### src/rtl/issue_ctrl.sv
// Issue controller: register scoreboard for long-latency ops, RAW/WAW and
// capacity stalls, and the FENCE.I drain/flush handshake.
//
// Handshakes: ex_valid/ex_ready is a valid/ready pair. An instruction issues
// in the cycle both are high. id_ready tells the decoder that its current
// instruction was consumed this cycle. That is an issue for normal ops, or the
// flush_ack cycle for FENCE.I. Neither ex_valid nor id_ready waits on the
// other side's register state beyond the registered scoreboard.
module issue_ctrl #(
  parameter int MAX_OUTSTANDING = 4
) (
  input  logic        clock,
  input  logic        reset,
  input  logic        id_valid,
  output logic        id_ready,
  input  logic [4:0]  id_rs1,
  input  logic [4:0]  id_rs2,
  input  logic [4:0]  id_rd,
  input  logic        id_long,
  input  logic        id_flush,
  output logic        ex_valid,
  input  logic        ex_ready,
  input  logic        wb_valid,
  input  logic [4:0]  wb_rd,
  output logic        flush_req,
  input  logic        flush_ack,
  output logic [31:0] pending,
  output logic        busy,
  output logic [1:0]  dbg_state
);

  localparam int CW = $clog2(MAX_OUTSTANDING + 1);
  localparam logic [CW-1:0] MAX_CNT = CW'(MAX_OUTSTANDING);

  localparam logic [1:0] ST_IDLE  = 2'd0;
  localparam logic [1:0] ST_DRAIN = 2'd1;
  localparam logic [1:0] ST_REQ   = 2'd2;

  logic [1:0]    state_q, state_d;
  logic [31:0]   pending_q, pending_d;
  logic [CW-1:0] count_q, count_d;
  logic          flush_req_q, flush_req_d;

  logic          hazard;
  logic          issue;
  logic          set_en, clr_en;
  logic [31:0]   set_vec, clr_vec;

  // Stall detection from registered scoreboard only (no writeback bypass).
  always_comb begin
    hazard = 1'b0;
    if (id_rs1 != 5'd0 && pending_q[id_rs1]) hazard = 1'b1;
    if (id_rs2 != 5'd0 && pending_q[id_rs2]) hazard = 1'b1;
    if (id_rd  != 5'd0 && pending_q[id_rd])  hazard = 1'b1;
    if (id_long && id_rd != 5'd0 && count_q == MAX_CNT) hazard = 1'b1;
  end

  // Decoder/execute handshake outputs; forced low while reset is asserted.
  always_comb begin
    ex_valid = 1'b0;
    id_ready = 1'b0;
    if (!reset) begin
      case (state_q)
        ST_IDLE: begin
          if (id_valid && !id_flush) begin
            ex_valid = ~hazard;
            id_ready = ex_ready & ~hazard;
          end
        end
        ST_REQ:  id_ready = flush_ack;
        default: ;
      endcase
    end
  end

  // Scoreboard update: issued long op sets its rd, writeback clears its rd.
  always_comb begin
    issue   = ex_valid & ex_ready;
    set_en  = issue & id_long & (id_rd != 5'd0);
    clr_en  = wb_valid & (wb_rd != 5'd0) & pending_q[wb_rd];
    set_vec = set_en ? (32'd1 << id_rd) : 32'd0;
    clr_vec = clr_en ? (32'd1 << wb_rd) : 32'd0;
    pending_d = (pending_q & ~clr_vec) | set_vec;
    count_d   = count_q + CW'(set_en) - CW'(clr_en);
  end

  // FENCE.I sequencing: wait for scoreboard to empty, then request a flush.
  always_comb begin
    state_d     = state_q;
    flush_req_d = flush_req_q;
    case (state_q)
      ST_IDLE: begin
        if (id_valid && id_flush) state_d = ST_DRAIN;
      end
      ST_DRAIN: begin
        if (pending_q == 32'd0) begin
          state_d     = ST_REQ;
          flush_req_d = 1'b1;
        end
      end
      ST_REQ: begin
        if (flush_ack) begin
          state_d     = ST_IDLE;
          flush_req_d = 1'b0;
        end
      end
      default: begin
        state_d     = ST_IDLE;
        flush_req_d = 1'b0;
      end
    endcase
  end

  // State registers with synchronous reset; reset forgets outstanding ops.
  always_ff @(posedge clock) begin
    if (reset) begin
      state_q     <= ST_IDLE;
      pending_q   <= 32'd0;
      count_q     <= '0;
      flush_req_q <= 1'b0;
    end else begin
      state_q     <= state_d;
      pending_q   <= pending_d;
      count_q     <= count_d;
      flush_req_q <= flush_req_d;
    end
  end

  assign flush_req = flush_req_q;
  assign pending   = pending_q;
  assign busy      = (state_q != ST_IDLE) | (pending_q != 32'd0);
  assign dbg_state = state_q;

endmodule

### config.mk
export PLATFORM = sky130hd
export DESIGN_NAME = issue_ctrl
export DESIGN_NICKNAME = d
export VERILOG_FILES = /design/src/rtl/issue_ctrl.sv
export SDC_FILE = /design/constraint.sdc
export NUM_CORES = 1
export LEC_CHECK = 0
export BUFFER_PORTS_ARGS = -buffer_cell sky130_fd_sc_hd__buf_2
export CORE_ASPECT_RATIO = 0.9
export CORE_MARGIN = 2
export CORE_UTILIZATION = 40
export DETAILED_ROUTE_END_ITERATION = 10
export GPL_TIMING_DRIVEN = 0
export PLACE_DENSITY = 0.6
export SLEW_MARGIN = 30
export SYNTH_ARGS = -nofsm -noshare
export SYNTH_HDL_FRONTEND = slang
export SYNTH_SLANG_ARGS = --single-unit
### constraint.sdc
create_clock -name clock -period 3.82 [get_ports clock]
set_input_delay 0.573 -clock clock [delete_from_list [all_inputs] [get_ports clock]]
set_output_delay 0.573 -clock clock [all_outputs]
set_load 0.05 [all_outputs]
==> results by group, run 1 <==
Global route
  • Grt total ovfl: 0
  • Total GRT Usage: 25.69%
  • Antenna violations before repair: 0
  • Largest net degree at the start of global routing: 13
  • Vias in the first global route: 3,034
  • First-pass GRT wire length: 17.11 mm

Synth
  • Main combinational cell family by area after synthesis: compound AO/OA/AOI/OAI gates
  • Ys Warns: 0
  • Post-synthesis adder-cell area fraction: 1.406%
  • Mapped Area: 3203 um2
  • Leading area contributor after synthesis: dfxtp_1
  • Post-Syn Instances: 356
  • Register area share after synthesis: 23.75%
  • Library cells used by synthesis: 63
  • Xor and xnor fraction of the mapped netlist area: 0.5469%
  • Ys flop type: dfxtp_1
  • Compound-gate portion of the synthesized area: 23.52%
  • Simple-gate share of the synthesized area: 23.28%
  • Top cells by area, synth: dfxtp_1, mux4_2, o21ai_2
  • Yosys reg bits: 38
  • Net Count, Synth: 387
  • Post-synth EDFFs: 0
  • Synth async-reset ratio: 0%
  • Synthesized area per cell: 8.997 um2
  • Synth top area share: 23.75%
  • Multiplexer share of the synthesized area: 21.56%

Timing
  • Clock period minus worst slack: 3.584 ns
  • Slew @ Worst Pin: 0.9781 ns
  • Max-slew violations: 0
  • Relative slew slack: 33.11%
  • Hold_ws: 0.4721 ns
  • Fmax: 279.0 MHz
  • RSZ-0062 raised after global routing: no
  • Final setup violation count: 0
  • Final setup margin: 0.2362 ns
  • Final Hold Viols: 0
  • Clock skew: 0.003691 ns
  • Fin crit share: 93.82%

Placed design
  • Input/output buffers: 60
  • Post-DP HPWL: 8.410 mm
  • Post-place setup slack: -0.3875 ns
  • RePlAce Congestion: 0.9273
  • Placed Area: 3623 um2

Worst setup path
  • Worst path max stage delay: 0.87 ns
  • Critical Path End Type: flop
  • CP max-delay cell: a2111oi_0
  • Setup Crit Path Kind: in2reg
  • Critical-path cell list: buf_6 -> and2b_2 -> buf_2 -> a221oi_1 -> a2111oi_0 -> a311oi_4 -> nand4_2 -> buf_6 -> ha_1 -> inv_1 -> ha_1 -> inv_1 -> fa_1 -> xor2_1 -> xnor2_1 -> nor2_1
  • Crit start category: input port
  • Crit Path Max Fanout: 10
  • CP top delay family: compound AO/OA/AOI/OAI gates
  • CP Depth: 16
  • Worst r2r path cells: 14
  • Arrival time at the worst endpoint: 3.76 ns
  • CP Data Required Time: 4.00 ns
  • Bufs and invs on worst path: 5

Finish
  • Nets: 456
  • Filler Cell Count: 756
  • Most frequent cells in the layout: buf_2, nand2_1, dfxtp_1
  • Most common cell after layout, fill and taps aside: buf_2
  • Area Growth Syn to Fin: 17.27%
  • Final Cell Area: 3756 um2
  • ANT cells: 0
  • Layout cells sized above 1: 34.74%
  • Final Core Density: 49.05%

Clock tree
  • CTS tree: yes
  • CTS buffer count: 5
  • H-tree levels: 2
  • Clk sinks: 38
  • Clk_lat worst skew: 0.30 ns
  • Clk root buf: clkbuf_8
  • Hold_buf cts: 0
  • CTS Buffer Depth: 2
  • Clock edge transition at the registers on the reported setup and hold paths: 0.08 ns

Die
  • Placeable Area: 7657 um2
  • DIE WIDTH: 98.33 um
  • Die Footprint: 8741 um2
  • Row cnt: 30
  • Starting density of the core: 41.83%
  • Die Ht: 88.90 um
  • # IOs: 66

Routing
  • Final wirelength: 11.19 mm
  • # DRC: 0
  • Routed vias/inst: 6.274
  • DR vias: 3,275
  • Initial DRC count: 300
  • DRT Pass-1 Iters: 5
  • Routed WL per cell: 21.43 um
  • Routed Antenna Nets: 0

Hold path
  • WHS Path Cells: 2
  • HP Class: reg2reg

Pwr
  • LEAKAGE: 1.491 nW
  • VDD IR-drop max: 172.3 uV
  • Power per Cell Area: 251.5 nW/um2

Outcome
  • Status: finished, final reports clean

Job
  • Max-cap violations: 0
what timing repair did:
item,CTS,global route
setup endpoints to repair,1,1
buffers inserted,0,2
resized for setup,1,2
pin swaps,0,2
worst min-delay path, stage by stage (launching register included):
cell and delay [ns]:
dfxtp_1 0.32, nand2_1 0.05, a21oi_1 0.06
flip-flops by register name, summed over array words and instances (netlist names):
signal     cells
count_q        3
pending       32
flush_req      1
dbg_state      2
per-stage QoR:
step / std cells / power, mW / TNS, ns
6_report: 522 / 0.9445 / 0
5_1_grt: 522 / 0.9724 / 0
4_1_cts: 520 / 0.9385 / 0
3_5_place_dp: 512 / 0.5976 / -0.5440
3_3_place_gp: 512 / 0.5955 / -0.4246
2_1_floorplan: 356 / 0.5399 / 0
where the power goes:
group	switching (mW)	internal [mW]	total, mW
Combinational	0.118	0.0653	0.183
Clock	0.159	0.192	0.352
Sequential	0.00732	0.402	0.410
Total	0.284	0.660	0.945
cells in the mapped netlist, types with 2 or more instances:
master     count
a21oi_1        5
and3_1         3
a221oi_1       2
nand2_1       54
nor4b_1        2
a2111oi_0      4
buf_2          5
nand4_1        6
nand3_1       12
nor3b_1        4
a22oi_1        3
and3b_1        2
mux2i_1       15
clkbuf_1       9
o21ai_2       29
buf_4          2
ha_1           2
nand3b_1       2
mux4_2        14
o311ai_0       7
dfxtp_1       38
buf_6          5
mux4_1         3
nand2b_1       5
a21boi_1       2
mux2_2        12
o211ai_1      16
nand4b_1       2
inv_1         13
nor3_1         2
a41o_1         2
nor4_2         2
nor2b_1       10
o211a_1        2
nor2_1        17
buf_1          3
a311o_1        3
o21ai_0        4
nor4_1         9
layout make-up:
type	instances	area [um2]	share of cell area (%)
Clock buffer	5	68.82	1.832
Multi-Input combinational cell	281	2261	60.19
Buffer	24	141.4	3.764
Timing Repair Buffer	62	315.3	8.394
Inverter	13	48.80	1.299
Sequential cell	38	760.7	20.25
Clock inverter	3	40.04	1.066
Tap cell	96	120.1	3.198
kinds of logic (layout without fill, tap and decap cells):
family | count (synthesis) | count (layout)
xor gates and xnor gates | 2 | 2
and+or+nand+nor | 141 | 141
DFF | 38 | 38
adders and majority gates | 3 | 3
buffers and inverters | 37 | 107
AOI/OAI and AO/OA | 90 | 90
muxes | 45 | 45
path summary, 6_finish.rpt:
kind         slack (ns)        from         end
max reg2reg        0.32  pending[7]  count_q[2]
min reg2reg        0.47   flush_req   flush_req
max                0.24    id_rd[0]  count_q[2]
min                0.47   flush_req   flush_req
metal layers:
| layer | wire length, um | vias to the layer above | part of all wire, % | GRT usage (%) |
|---|---|---|---|---|
| met5 | 0 | - | 0 | 0 |
| met4 | 288 | 0 | 2.6 | 9.838 |
| met3 | 789 | 26 | 7.1 | 3.362 |
| met2 | 5080 | 158 | 45 | 40.01 |
| met1 | 5031 | 1584 | 45 | 36.72 |
| li1 | - | 1507 | - | - |
No activity file was read; power rests on OpenSTA's default activity.
==> inputs of run 2 (changes only) <==
RECOVER_POWER = 50   (was unset)
==> results by group, run 2 (synthesis results as in run 1) <==
Outcome
  • Status: finished, final reports clean (unchanged)

Clock tree
  • CTS buffer count: 5 (unchanged)
  • Clk sinks: 38 (unchanged)
  • H-tree levels: 2 (unchanged)
  • CTS Buffer Depth: 2 (unchanged)
  • Clk_lat worst skew: 0.30 ns (about the same)
  • Clock edge transition at the registers on the reported setup and hold paths: 0.08 ns (about the same)
  • Clk root buf: clkbuf_8 (unchanged)
  • CTS tree: yes (unchanged)

Timing
  • Clock period minus worst slack: 3.579 ns (was 3.584 ns)
  • Fin crit share: 93.68% (was 93.82%)
  • Final Hold Viols: 0 (unchanged)
  • RSZ-0062 raised after global routing: no (unchanged)
  • Clock skew: 0.004444 ns (was 0.003691 ns)
  • Relative slew slack: 33.62% (was 33.11%)
  • Final setup violation count: 0 (unchanged)
  • Fmax: 279.4 MHz (was 279.0 MHz)
  • Setup TNS: 0 ns (unchanged)
  • Final setup margin: 0.2414 ns (was 0.2362 ns)
  • Max-slew violations: 0 (unchanged)
  • Slew @ Worst Pin: 0.9706 ns (was 0.9781 ns)

Finish
  • Max reg flops: 32 (unchanged)
  • Most frequent cells in the layout: nand2_1, clkbuf_1, dfxtp_1 (was buf_2, nand2_1, dfxtp_1)
  • Nets: 456 (unchanged)
  • Area Growth Syn to Fin: 15.90% (was 17.27%)
  • Post-Layout Cell Count: 522 (unchanged)
  • Final Core Density: 48.48% (was 49.05%)
  • Most common cell after layout, fill and taps aside: nand2_1 (was buf_2)
  • ANT cells: 0 (unchanged)
  • Filler Cell Count: 779 (was 756)
  • Layout cells sized above 1: 26.53% (was 34.74%)

Routing
  • Final wirelength: 11.17 mm (was 11.19 mm)
  • Routed Antenna Nets: 0 (unchanged)
  • Routed WL per cell: 21.40 um (was 21.43 um)
  • # DRC: 0 (unchanged)
  • DR vias: 3,267 (was 3,275)
  • Routed vias/inst: 6.259 (was 6.274)
  • DRT Pass-1 Iters: 6 (was 5)
  • Initial DRC count: 286 (was 300)

Pwr
  • Power per Cell Area: 253.7 nW/um2 (was 251.5 nW/um2)
  • Total power draw: 0.9417 mW (was 0.9445 mW)
  • VDD IR-drop max: 172.6 uV (was 172.3 uV)
  • LEAKAGE: 1.339 nW (was 1.491 nW)

Die
  • Die Ht: 88.90 um (unchanged)
  • Starting density of the core: 41.83% (unchanged)
  • DIE WIDTH: 98.33 um (unchanged)
  • # IOs: 66 (unchanged)
  • Placeable Area: 7657 um2 (unchanged)
  • Die Footprint: 8741 um2 (unchanged)
  • Row cnt: 30 (unchanged)

Worst setup path
  • Arrival time at the worst endpoint: 3.76 ns (about the same)
  • Reg-to-reg slack, setup: 0.32 ns (about the same)
  • Setup Crit Path Kind: in2reg (unchanged)
  • Crit Path Max Fanout: 10 (unchanged)
  • Critical R2R Launch: pending[7] (unchanged)
  • CP Data Required Time: 4.00 ns (about the same)
  • Bufs and invs on worst path: 5 (unchanged)
  • Reg2reg end: count_q[2] (unchanged)
  • CP top delay family: compound AO/OA/AOI/OAI gates (unchanged)
  • Critical Path End Type: flop (unchanged)
  • Crit start category: input port (unchanged)
  • Critical-path cell list: buf_6 -> and2b_2 -> buf_2 -> a221oi_1 -> a2111oi_0 -> a311oi_4 -> nand4_2 -> buf_6 -> ha_1 -> inv_1 -> ha_1 -> inv_1 -> fa_1 -> xor2_1 -> xnor2_1 -> nor2_1 (unchanged)
  • CP max-delay cell: a2111oi_0 (unchanged)
  • Worst r2r path cells: 14 (unchanged)
  • Worst path max stage delay: 0.87 ns (about the same)

Hold path
  • Hold_sp: flush_req (unchanged)
  • WHS Path Cells: 2 (unchanged)
  • Hold Path Sink: flush_req (unchanged)
  • HP Class: reg2reg (unchanged)

Placed design
  • Post-DP HPWL: 8.410 mm (unchanged)
  • Inst Count DP: 512 (unchanged)
  • Input/output buffers: 60 (unchanged)
  • Post-place setup slack: -0.3875 ns (unchanged)
  • RePlAce Congestion: 0.9273 (unchanged)

Global route
  • Vias in the first global route: 3,034 (unchanged)
  • Total GRT Usage: 25.69% (unchanged)
  • Antenna violations before repair: 0 (unchanged)
  • Grt total ovfl: 0 (unchanged)
  • First-pass GRT wire length: 17.11 mm (unchanged)
  • Largest net degree at the start of global routing: 13 (unchanged)

Job
  • Max-cap violations: 0 (unchanged)
[run 2: per-layer routing]
layer | GRT usage [%] | routed length [um]
met3 | 3.362 | 769
met1 | 36.72 | 5054
met2 | 40.01 | 5058
met4 | 9.838 | 289
met5 | 0 | 0
[run 2: power by group]
group          internal [mW]  switching (mW)  total [mW]  leakage (nW)
Clock                  0.192           0.157       0.350        0.0579
Sequential             0.402         0.00735       0.410         0.307
Combinational         0.0646           0.118       0.182         0.974
Total                  0.659           0.282       0.942          1.34
[run 2: worst max-delay path by stage]
| stage | start | end | slack [ns] | cells past startpoint |
|---|---|---|---|---|
| global route | id_rd[0] | count_q[2] | 0.06 | 16 |
| global placement | id_rs1[0] | count_q[2] | -0.32 | 14 |
| CTS | id_rd[0] | count_q[2] | 0.05 | 15 |
| floorplan | id_rs1[0] | count_q[2] | 0.27 | 14 |
| detailed placement | id_rs1[0] | count_q[2] | -0.39 | 14 |
| finish | id_rd[0] | count_q[2] | 0.24 | 16 |
[run 2: repair_timing]
action | CTS | global route
pin swaps | 0 | 2
setup buffers | 0 | 2
hold buffers | 0 | 0
gates resized for setup | 1 | 2
endpoints found under the setup margin | 1 | 1
[run 2: stage by stage]
step	hold slack (ns)	area, um2
2_1_floorplan	0.5446	3203
3_3_place_gp	0.4467	3623
3_5_place_dp	0.4575	3623
4_1_cts	0.4695	3734
5_1_grt	0.4789	3712
6_report	0.4720	3712
[run 2: cell type report]
class                           count  area (um2)  share of cell area (%)
Tap cell                           96       120.1                   3.236
Timing Repair Buffer               62       271.5                   7.314
Sequential cell                    38       760.7                   20.49
Multi-Input combinational cell    281        2261                   60.90
Inverter                           13       48.80                   1.314
Clock buffer                        5       68.82                   1.854
Buffer                             24       141.4                   3.809
Clock inverter                      3       40.04                   1.079
[run 2: worst reg2reg max path: cells and delay by family, from the launching register on]
kind,cells,cell delay (ns)
muxes,1,0.30
xor gates and xnor gates,2,0.31
adders and majority gates,3,0.76
and+or+nand+nor,2,0.20
DFF,1,0.53
AOI/OAI and AO/OA,2,0.93
buffers and inverters,4,0.32
